===== src/rtl/dwconv_streamer.sv =====
// dwconv_streamer: reads a feature map from SRAM, streams it to the dwconv core, and writes its results back.
// Define DWCONV_STREAMER_ZERO_PAD_EN to stream a zero-bordered (IMG_W+2)x(IMG_H+2) frame.
module dwconv_streamer #(
   parameter int IMG_W   = 8,
   parameter int IMG_H   = 8,
   parameter int ADDR_W  = 10,
   parameter int OUT_CNT = IMG_W * IMG_H,
   parameter int TIMEOUT = 1023
) (
   input  logic              clk,
   input  logic              rst_n,
   input  logic              start,
   input  logic [143:0]      weight_cfg,
   input  logic [15:0]       bias_cfg,
   output logic              busy,
   output logic              done,
   output logic              err,
   output logic              rd_en,
   output logic [ADDR_W-1:0] rd_addr,
   input  logic [15:0]       rd_data,
   output logic              in_valid,
   output logic [15:0]       in_data,
   output logic [143:0]      weight,
   output logic [15:0]       bias,
   input  logic              out_valid,
   input  logic [15:0]       sum,
   output logic              wr_en,
   output logic [ADDR_W-1:0] wr_addr,
   output logic [15:0]       wr_data
);

`ifdef DWCONV_STREAMER_ZERO_PAD_EN
   localparam int STR_W = IMG_W + 2;
   localparam int STR_H = IMG_H + 2;
`else
   localparam int STR_W = IMG_W;
   localparam int STR_H = IMG_H;
`endif
   localparam int CNT_W = ADDR_W + 1;
   localparam int TO_W  = $clog2(TIMEOUT + 1);

   localparam logic [CNT_W-1:0] COL_LAST = CNT_W'(STR_W - 1);
   localparam logic [CNT_W-1:0] ROW_LAST = CNT_W'(STR_H - 1);
   localparam logic [CNT_W-1:0] OUT_LAST = CNT_W'(OUT_CNT);
   localparam logic [TO_W-1:0]  TO_LAST  = TO_W'(TIMEOUT - 1);

   typedef enum logic [1:0] {
      S_IDLE,
      S_READ,
      S_DRAIN,
      S_DONE
   } state_t;

   state_t state_q, state_d;

   logic [CNT_W-1:0]  col_q, col_d;
   logic [CNT_W-1:0]  row_q, row_d;
   logic [ADDR_W-1:0] addr_q, addr_d;
   logic [CNT_W-1:0]  res_cnt_q, res_cnt_d;
   logic [TO_W-1:0]   drain_q, drain_d;
   logic              err_q, err_d;
   logic [143:0]      weight_q, weight_d;
   logic [15:0]       bias_q, bias_d;
   logic              in_valid_q, in_valid_d;
   logic              in_mem_q, in_mem_d;
   logic              wr_en_q, wr_en_d;
   logic [ADDR_W-1:0] wr_addr_q, wr_addr_d;
   logic [15:0]       wr_data_q, wr_data_d;

   logic border;
   logic accept_res;

`ifdef DWCONV_STREAMER_ZERO_PAD_EN
   assign border = (row_q == '0) || (row_q == ROW_LAST) ||
                   (col_q == '0) || (col_q == COL_LAST);
`else
   assign border = 1'b0;
`endif

   assign accept_res = (state_q == S_READ) || (state_q == S_DRAIN);

   always_comb begin
      state_d    = state_q;
      col_d      = col_q;
      row_d      = row_q;
      addr_d     = addr_q;
      res_cnt_d  = res_cnt_q;
      drain_d    = drain_q;
      err_d      = err_q;
      weight_d   = weight_q;
      bias_d     = bias_q;
      in_valid_d = 1'b0;
      in_mem_d   = 1'b0;
      wr_en_d    = 1'b0;
      wr_addr_d  = wr_addr_q;
      wr_data_d  = wr_data_q;
      busy       = 1'b0;
      done       = 1'b0;
      rd_en      = 1'b0;

      unique case (state_q)
         S_IDLE: begin
            if (start) begin
               state_d   = S_READ;
               weight_d  = weight_cfg;
               bias_d    = bias_cfg;
               err_d     = 1'b0;
               col_d     = '0;
               row_d     = '0;
               addr_d    = '0;
               res_cnt_d = '0;
               drain_d   = '0;
            end
         end
         S_READ: begin
            busy       = 1'b1;
            rd_en      = ~border;
            in_valid_d = 1'b1;
            in_mem_d   = ~border;
            if (!border) begin
               addr_d = addr_q + 1'b1;
            end
            if (col_q == COL_LAST) begin
               col_d = '0;
               row_d = row_q + 1'b1;
            end else begin
               col_d = col_q + 1'b1;
            end
            if ((col_q == COL_LAST) && (row_q == ROW_LAST)) begin
               state_d = S_DRAIN;
               drain_d = '0;
            end
         end
         S_DRAIN: begin
            busy    = 1'b1;
            drain_d = drain_q + 1'b1;
            // a completed frame wins over a timeout in the same cycle
            if (res_cnt_q == OUT_LAST) begin
               state_d = S_DONE;
            end else if (drain_q == TO_LAST) begin
               err_d   = 1'b1;
               state_d = S_DONE;
            end
         end
         S_DONE: begin
            done    = 1'b1;
            state_d = S_IDLE;
         end
         default: begin
            state_d = S_IDLE;
         end
      endcase

      if (out_valid && accept_res && (res_cnt_q < OUT_LAST)) begin
         wr_en_d   = 1'b1;
         wr_addr_d = res_cnt_q[ADDR_W-1:0];
         wr_data_d = sum;
         res_cnt_d = res_cnt_q + 1'b1;
      end
   end

   always_ff @(posedge clk or negedge rst_n) begin
      if (!rst_n) begin
         state_q    <= S_IDLE;
         col_q      <= '0;
         row_q      <= '0;
         addr_q     <= '0;
         res_cnt_q  <= '0;
         drain_q    <= '0;
         err_q      <= 1'b0;
         weight_q   <= '0;
         bias_q     <= '0;
         in_valid_q <= 1'b0;
         in_mem_q   <= 1'b0;
         wr_en_q    <= 1'b0;
         wr_addr_q  <= '0;
         wr_data_q  <= '0;
      end else begin
         state_q    <= state_d;
         col_q      <= col_d;
         row_q      <= row_d;
         addr_q     <= addr_d;
         res_cnt_q  <= res_cnt_d;
         drain_q    <= drain_d;
         err_q      <= err_d;
         weight_q   <= weight_d;
         bias_q     <= bias_d;
         in_valid_q <= in_valid_d;
         in_mem_q   <= in_mem_d;
         wr_en_q    <= wr_en_d;
         wr_addr_q  <= wr_addr_d;
         wr_data_q  <= wr_data_d;
      end
   end

   // SRAM data arrives the cycle after the read, so it passes straight through
   assign in_data  = in_mem_q ? rd_data : '0;
   assign in_valid = in_valid_q;
   assign rd_addr  = rd_en ? addr_q : '0;
   assign err      = err_q;
   assign weight   = weight_q;
   assign bias     = bias_q;
   assign wr_en    = wr_en_q;
   assign wr_addr  = wr_addr_q;
   assign wr_data  = wr_data_q;

endmodule


===== config.mk =====
export PLATFORM = sky130hd
export DESIGN_NAME = dwconv_streamer
export DESIGN_NICKNAME = d
export VERILOG_FILES = /design/src/rtl/dwconv_streamer.sv
export SDC_FILE = /design/constraint.sdc
export NUM_CORES = 1
export LEC_CHECK = 0
export CORE_ASPECT_RATIO = 0.9
export CORE_MARGIN = 2
export CORE_UTILIZATION = 40
export CTS_CLUSTER_DIAMETER = 200
export DETAILED_ROUTE_END_ITERATION = 8
export DONT_BUFFER_PORTS = 1
export GPL_TIMING_DRIVEN = 0
export SLEW_MARGIN = 20
export SYNTH_ARGS = -nofsm -noshare
export SYNTH_HDL_FRONTEND = slang
export SYNTH_SLANG_ARGS = --single-unit

===== constraint.sdc =====
create_clock -name clk -period 2.6 [get_ports clk]
set_input_delay 0.26 -clock clk [delete_from_list [all_inputs] [get_ports clk]]
set_output_delay 0.26 -clock clk [all_outputs]
set_load 0.05 [all_outputs]

=== Word level (Yosys, flattened, before mapping) ===
Cells that the tools add are included.

* Bits in registers: 244
* Word-level logic and storage cells: 76

* $add $sub $neg: 5
* $lt $le $gt $ge: 1
* Eq/ne operators: 13
* Muxes and demuxes: 26
* Reduce and logical (&&, ||, !) cells: 18

{| class="wikitable"
|+ Operator list
! operator !! count
|-
| $mux W11 || 5
|-
| $pmux W11 S2 || 2
|-
| $add A11 B1 Y11 const B || 3
|-
| $mux W10 || 3
|-
| $pmux W10 S3 || 1
|-
| $eq A11 B3 Y1 const B || 2
|-
| $add A10 B1 Y10 const B || 2
|-
| $pmux W10 S2 || 1
|-
| $mux W16 || 1
|-
| $eq A11 B7 Y1 const B || 1
|-
| $lt A11 B7 Y1 const B || 1
|-
| $eq A10 B10 Y1 const B || 1
|-
| $reduce_and A3 Y1 || 3
|-
| $mux W2 || 4
|-
| $pmux W2 S4 || 1
|-
| $reduce_bool A2 Y1 || 4
|-
| $mux W1 || 7
|-
| $ne A2 B1 Y1 const B || 3
|-
| $reduce_and A2 Y1 || 3
|-
| $eq A2 B2 Y1 const B || 2
|-
| $ne A2 B2 Y1 const B || 2
|-
| $reduce_and A4 Y1 || 1
|-
| $logic_and A1 B1 Y1 || 3
|-
| $ne A3 B1 Y1 const B || 1
|-
| 6 further kinds || 6
|}

=== Longest topological paths before layout ===
* Depth after elaboration: 6
* Gate-level depth with buffers: 9
* Gate-level depth less buffers: 7

=== Least setup slack after synthesis ===
OpenSTA, ideal clock, no wires.

* Path type: reg-to-reg
* Start: reg state_q[1]
* End: reg addr_q[9]
* Setup time: 0.078 ns
* Data arrival time: 2.429 ns
* Path slack: 0.092 ns
* Stages on the path, launching flop included: 9
* Path buffers: 1
* Path through: dfrtp_1 inv_1 ha_1 clkbuf_1 inv_1 o21ai_1 nand4_1 or3_1 a21oi_1

* Word-level cells in the longest chain between the ends: 3
* Elaborated cells between the ends (all ways): 6

{| class="wikitable"
|+ Ends and longest elaborated chain
! element !! RTL line !! text
|-
| start: declaration || 54 || <nowiki>state_t state_q, state_d;</nowiki>
|-
| start signal: assignment || 179 || <nowiki>state_q <= state_d;</nowiki>
|-
| $eq A2 B1 Y1 or $logic_not A2 Y1 (tied branches) || 101 || <nowiki>unique case (state_q)</nowiki>
|-
| $reduce_bool A2 Y1 (no line) or $ne A2 B2 Y1 (tied branches) || - ||
|-
| $reduce_and A2 Y1 (no line) || - ||
|-
| end signal: assignment || 182 || <nowiki>addr_q <= addr_d;</nowiki>
|-
| end: declaration || 58 || <nowiki>logic [ADDR_W-1:0] addr_q, addr_d;</nowiki>
|}

Parallel ways exist; a longest one is shown, timed or not.
A chain may end at the register's enable or synchronous reset.

=== Worst setup path in the final report ===
* Start: reg state_q[1]
* End: out rd_addr[3]

* Word-level cells in the longest chain between the ends: 3

{| class="wikitable"
|+ Ends and longest elaborated chain
! element !! RTL line !! text
|-
| $eq A2 B1 Y1 || 101 ||
|-
| $mux W1 || 101 ||
|-
| via rd_en || 18 || <nowiki>output logic rd_en,</nowiki>
|-
| $mux W10 || 199 || <nowiki>assign rd_addr = rd_en ? addr_q : '0;</nowiki>
|-
| end: declaration || 19 || <nowiki>output logic [ADDR_W-1:0] rd_addr,</nowiki>
|}

The timed path passes the listed nets, and every way through them passes these cells.

==> flow_summary.ini <==
[status]
status = complete, but fails checks
violations = hold timing

[route]
wl_um = 25800
drc = 0
first_iter_violations = 379
vias = 6724
ant_nets = 0
routed_via_density = 5.17
wl_per_cell_um = 19.8
first_pass_iters = 4

[final_layout]
drive_gt1_share_pct = 24.9
final_util_pct = 53.9
design_area_um2 = 13100
n_antenna_cell = 0
syn2layout_area_growth_pct = 32.2
fin_nets = 1182

[floorplan]
die_h_um = 153
ios = 414
dieArea_um2 = 26100
start_util_pct = 40.8
coreArea_um2 = 24300
rows = 54
die_w_um = 170

[global_route]
grt_max_degree = 245
first_global_vias = 7189
antenna_found_initial = 1
grt-ovfl-total = 0
grt_first_pass_wirelength_um = 39700
grt_use_total_pct = 19.2

[synth]
synthTopCellsByArea = dfrtp_1, mux2_2, nand2_1, and2_1, ha_1
synth_edf_count = 0
synth_nets = 973
ys.flop_type = dfrtp_1
syn_inst = 766
async_reset_ff_share_pct = 100
ys_seq_area_share_pct = 61.6
yosysTopAreaCell = dfrtp_1
synth_area_um2 = 9910
yosys_register_bits = 244
synth.avg_cell_area_um2 = 12.9
ys_types = 42
synth_top_cell_area_share_pct = 61.6
ys_warn_count = 0

[flow_run]
max_cap_viol_count = 0

[sta]
worst_slew_pin_slew_ps = 933
final_hold_viol_count = 245
setup_viol_count_final = 0
maxSlewHeadroom_pct = 37.0
hold_ws_ps = -568
period_share_pct = 96.3
grt_setup_unrepaired = true
fin_skew_ps = 11.5
max_freq_mhz = 399
fin_crit_ps = 2500
slew_violations = 0
worst_slack_ps = 96.1

[pwr]
p_leak_uw = 0.00643
ir_drop_uv = 523
p_per_area_nw_per_um2 = 643

[placement]
placed_area_um2 = 10300
portBuffers = 0
hpwl_um = 16800
dp_slack_ps = -519
gp_congestion = 0.763

[cts]
cts_tree = built
cts_buffers = 27
clk_pin_slew_ps = 60
clock_latency_ps = 530
cts.path.max_buffers = 3
clkSinkCount = 244
root_buffer = clkbuf_16
htreeDepth = 1
hold_buffers = 177

[critical_path]
worstSetupPathType = register to output pin
start_kind = register
path_cells = inv_1, ha_4, clkbuf_2, clkbuf_1, and2_2
endpoint_kind = output pin
crit_arrival_ps = 2240
worst-path-max-fanout = 10
crit_family = buffers and inverters
critPathRequiredTime_ps = 2340
slowest_stage = dfrtp_1
cp_num_buf_inv = 3
cpPeakStageDelay_ps = 410

[hold_path]
worstHoldPathType = input pin to async pin
power by group:
part / switching (uW) / internal, uW / leakage, uW / total, uW
registers: 224 / 3860 / 0.00334 / 4080
clock network: 1510 / 2490 / 0.000464 / 4010
logic: 113 / 223 / 0.00263 / 336
final cells by class:
class                      count  area (um^2)
fill                        2005        11200
inverter                      11         41.3
tap                          308          385
sequential                   244         6110
clock buffer                  37          783
buffer                        32          144
clock inverter                10          160
timing repair buffer         181         1800
multi-input combinational    478         3690
metal layers:
layer	track usage [%]	wire [um]	share of wire, %	vias up
met5	0	10	0.039	-
met4	5.74	758	2.9	2
met3	5.83	2310	8.9	56
met2	32.8	12500	49	298
met1	23.4	10200	40	3284
li1	-	-	-	3084
worst reg2reg max path: cells and delay by family, from the launching register on:
kind                   cells  cell delay, ps
and+or+nand+nor            3            1220
buffers and inverters      1             180
DFF                        1             410
AOI/OAI and AO/OA          2             620
cells in the mapped netlist, types with 2 or more instances:
cell      instances
o31ai_2           6
dfrtp_1         244
nand4_1          11
xnor2_1          10
nand3_1          12
o31ai_1           4
a32o_1            2
or4_1             3
clkbuf_1         26
o21ai_0          24
or3_1             8
xor2_1            8
nor3_1            2
nor4b_1           3
inv_1            10
a31oi_1           3
and4_1            4
o21ai_1           9
nor2b_1           2
buf_1             6
a21oi_1          11
and2_1           36
nor2_1           31
and3_1            5
ha_1             11
mux2_2          161
nor4_1            9
nand2b_1          2
mux2i_1           2
nand2_1          89
per-stage QoR:
| stage | total power, uW | setup TNS, ps | instances |
|---|---|---|---|
| 2_1_floorplan | 4220 | 0 | 766 |
| 5_1_grt | 8750 | -213 | 1301 |
| 3_5_place_dp | 4260 | -36570 | 1074 |
| 6_report | 8430 | 0 | 1301 |
| 3_3_place_gp | 4260 | -29570 | 1074 |
| 4_1_cts | 8530 | 0 | 1298 |
path summary, 6_finish.rpt:
kind | startpoint | endpoint | slack (ps) | cells past startpoint
min | rst_n | wr_data[12] | -570 | 0
max in group asynchronous | rst_n | weight[96] | 2500 | 0
max | state_q[1] | rd_addr[3] | 100 | 5
min in group clk | start | res_cnt_q[0] | -10 | 3
min reg2reg | drain_q[7] | drain_q[7] | 490 | 1
max reg2reg | col_q[5] | drain_q[3] | 100 | 6
logic make-up (layout without fill, tap and decap cells):
kind of cell,count (synthesis),count (layout),synth area share (%)
xor gates and xnor gates,18,18,1.59
DFF,244,244,61.6
muxes,163,163,18.5
AOI/OAI and AO/OA,66,66,4.30
adders and majority gates,11,11,1.39
and+or+nand+nor,220,220,10.9
buffers and inverters,44,271,1.70
registers in the layout (all words and copies together), names as in the netlist:
register,flops
bias,16
res_cnt_q,11
weight,144
wr_en,1
row_q,11
col_q,11
in_mem_q,1
addr_q,10
err,1
state_q,2
wr_addr,10
drain_q,10
wr_data,16
timing repair:
item | 4_1_cts | 5_1_grt
buffers inserted | 0 | 4
endpoints found under the hold margin | 421 | 244
endpoints found under the setup margin | 151 | 133
pin swaps | 0 | 2
resized for setup | 25 | 22
cloned | 0 | 0
cell usage in the layout (no fill, tap or decap), drive strengths merged, types with 5 or more instances in the layout:
cell,count
nand2,89
ha,11
clkbuf,62
dlygate4sd3,177
nor4,9
inv,12
and2,36
buf,11
o21ai,33
nand4,11
nand3,12
o31ai,10
or3,8
xor2,8
dfrtp,244
nor2,31
mux2,161
and3,5
a21oi,11
xnor2,10
Power figures use the tool's default switching activity.
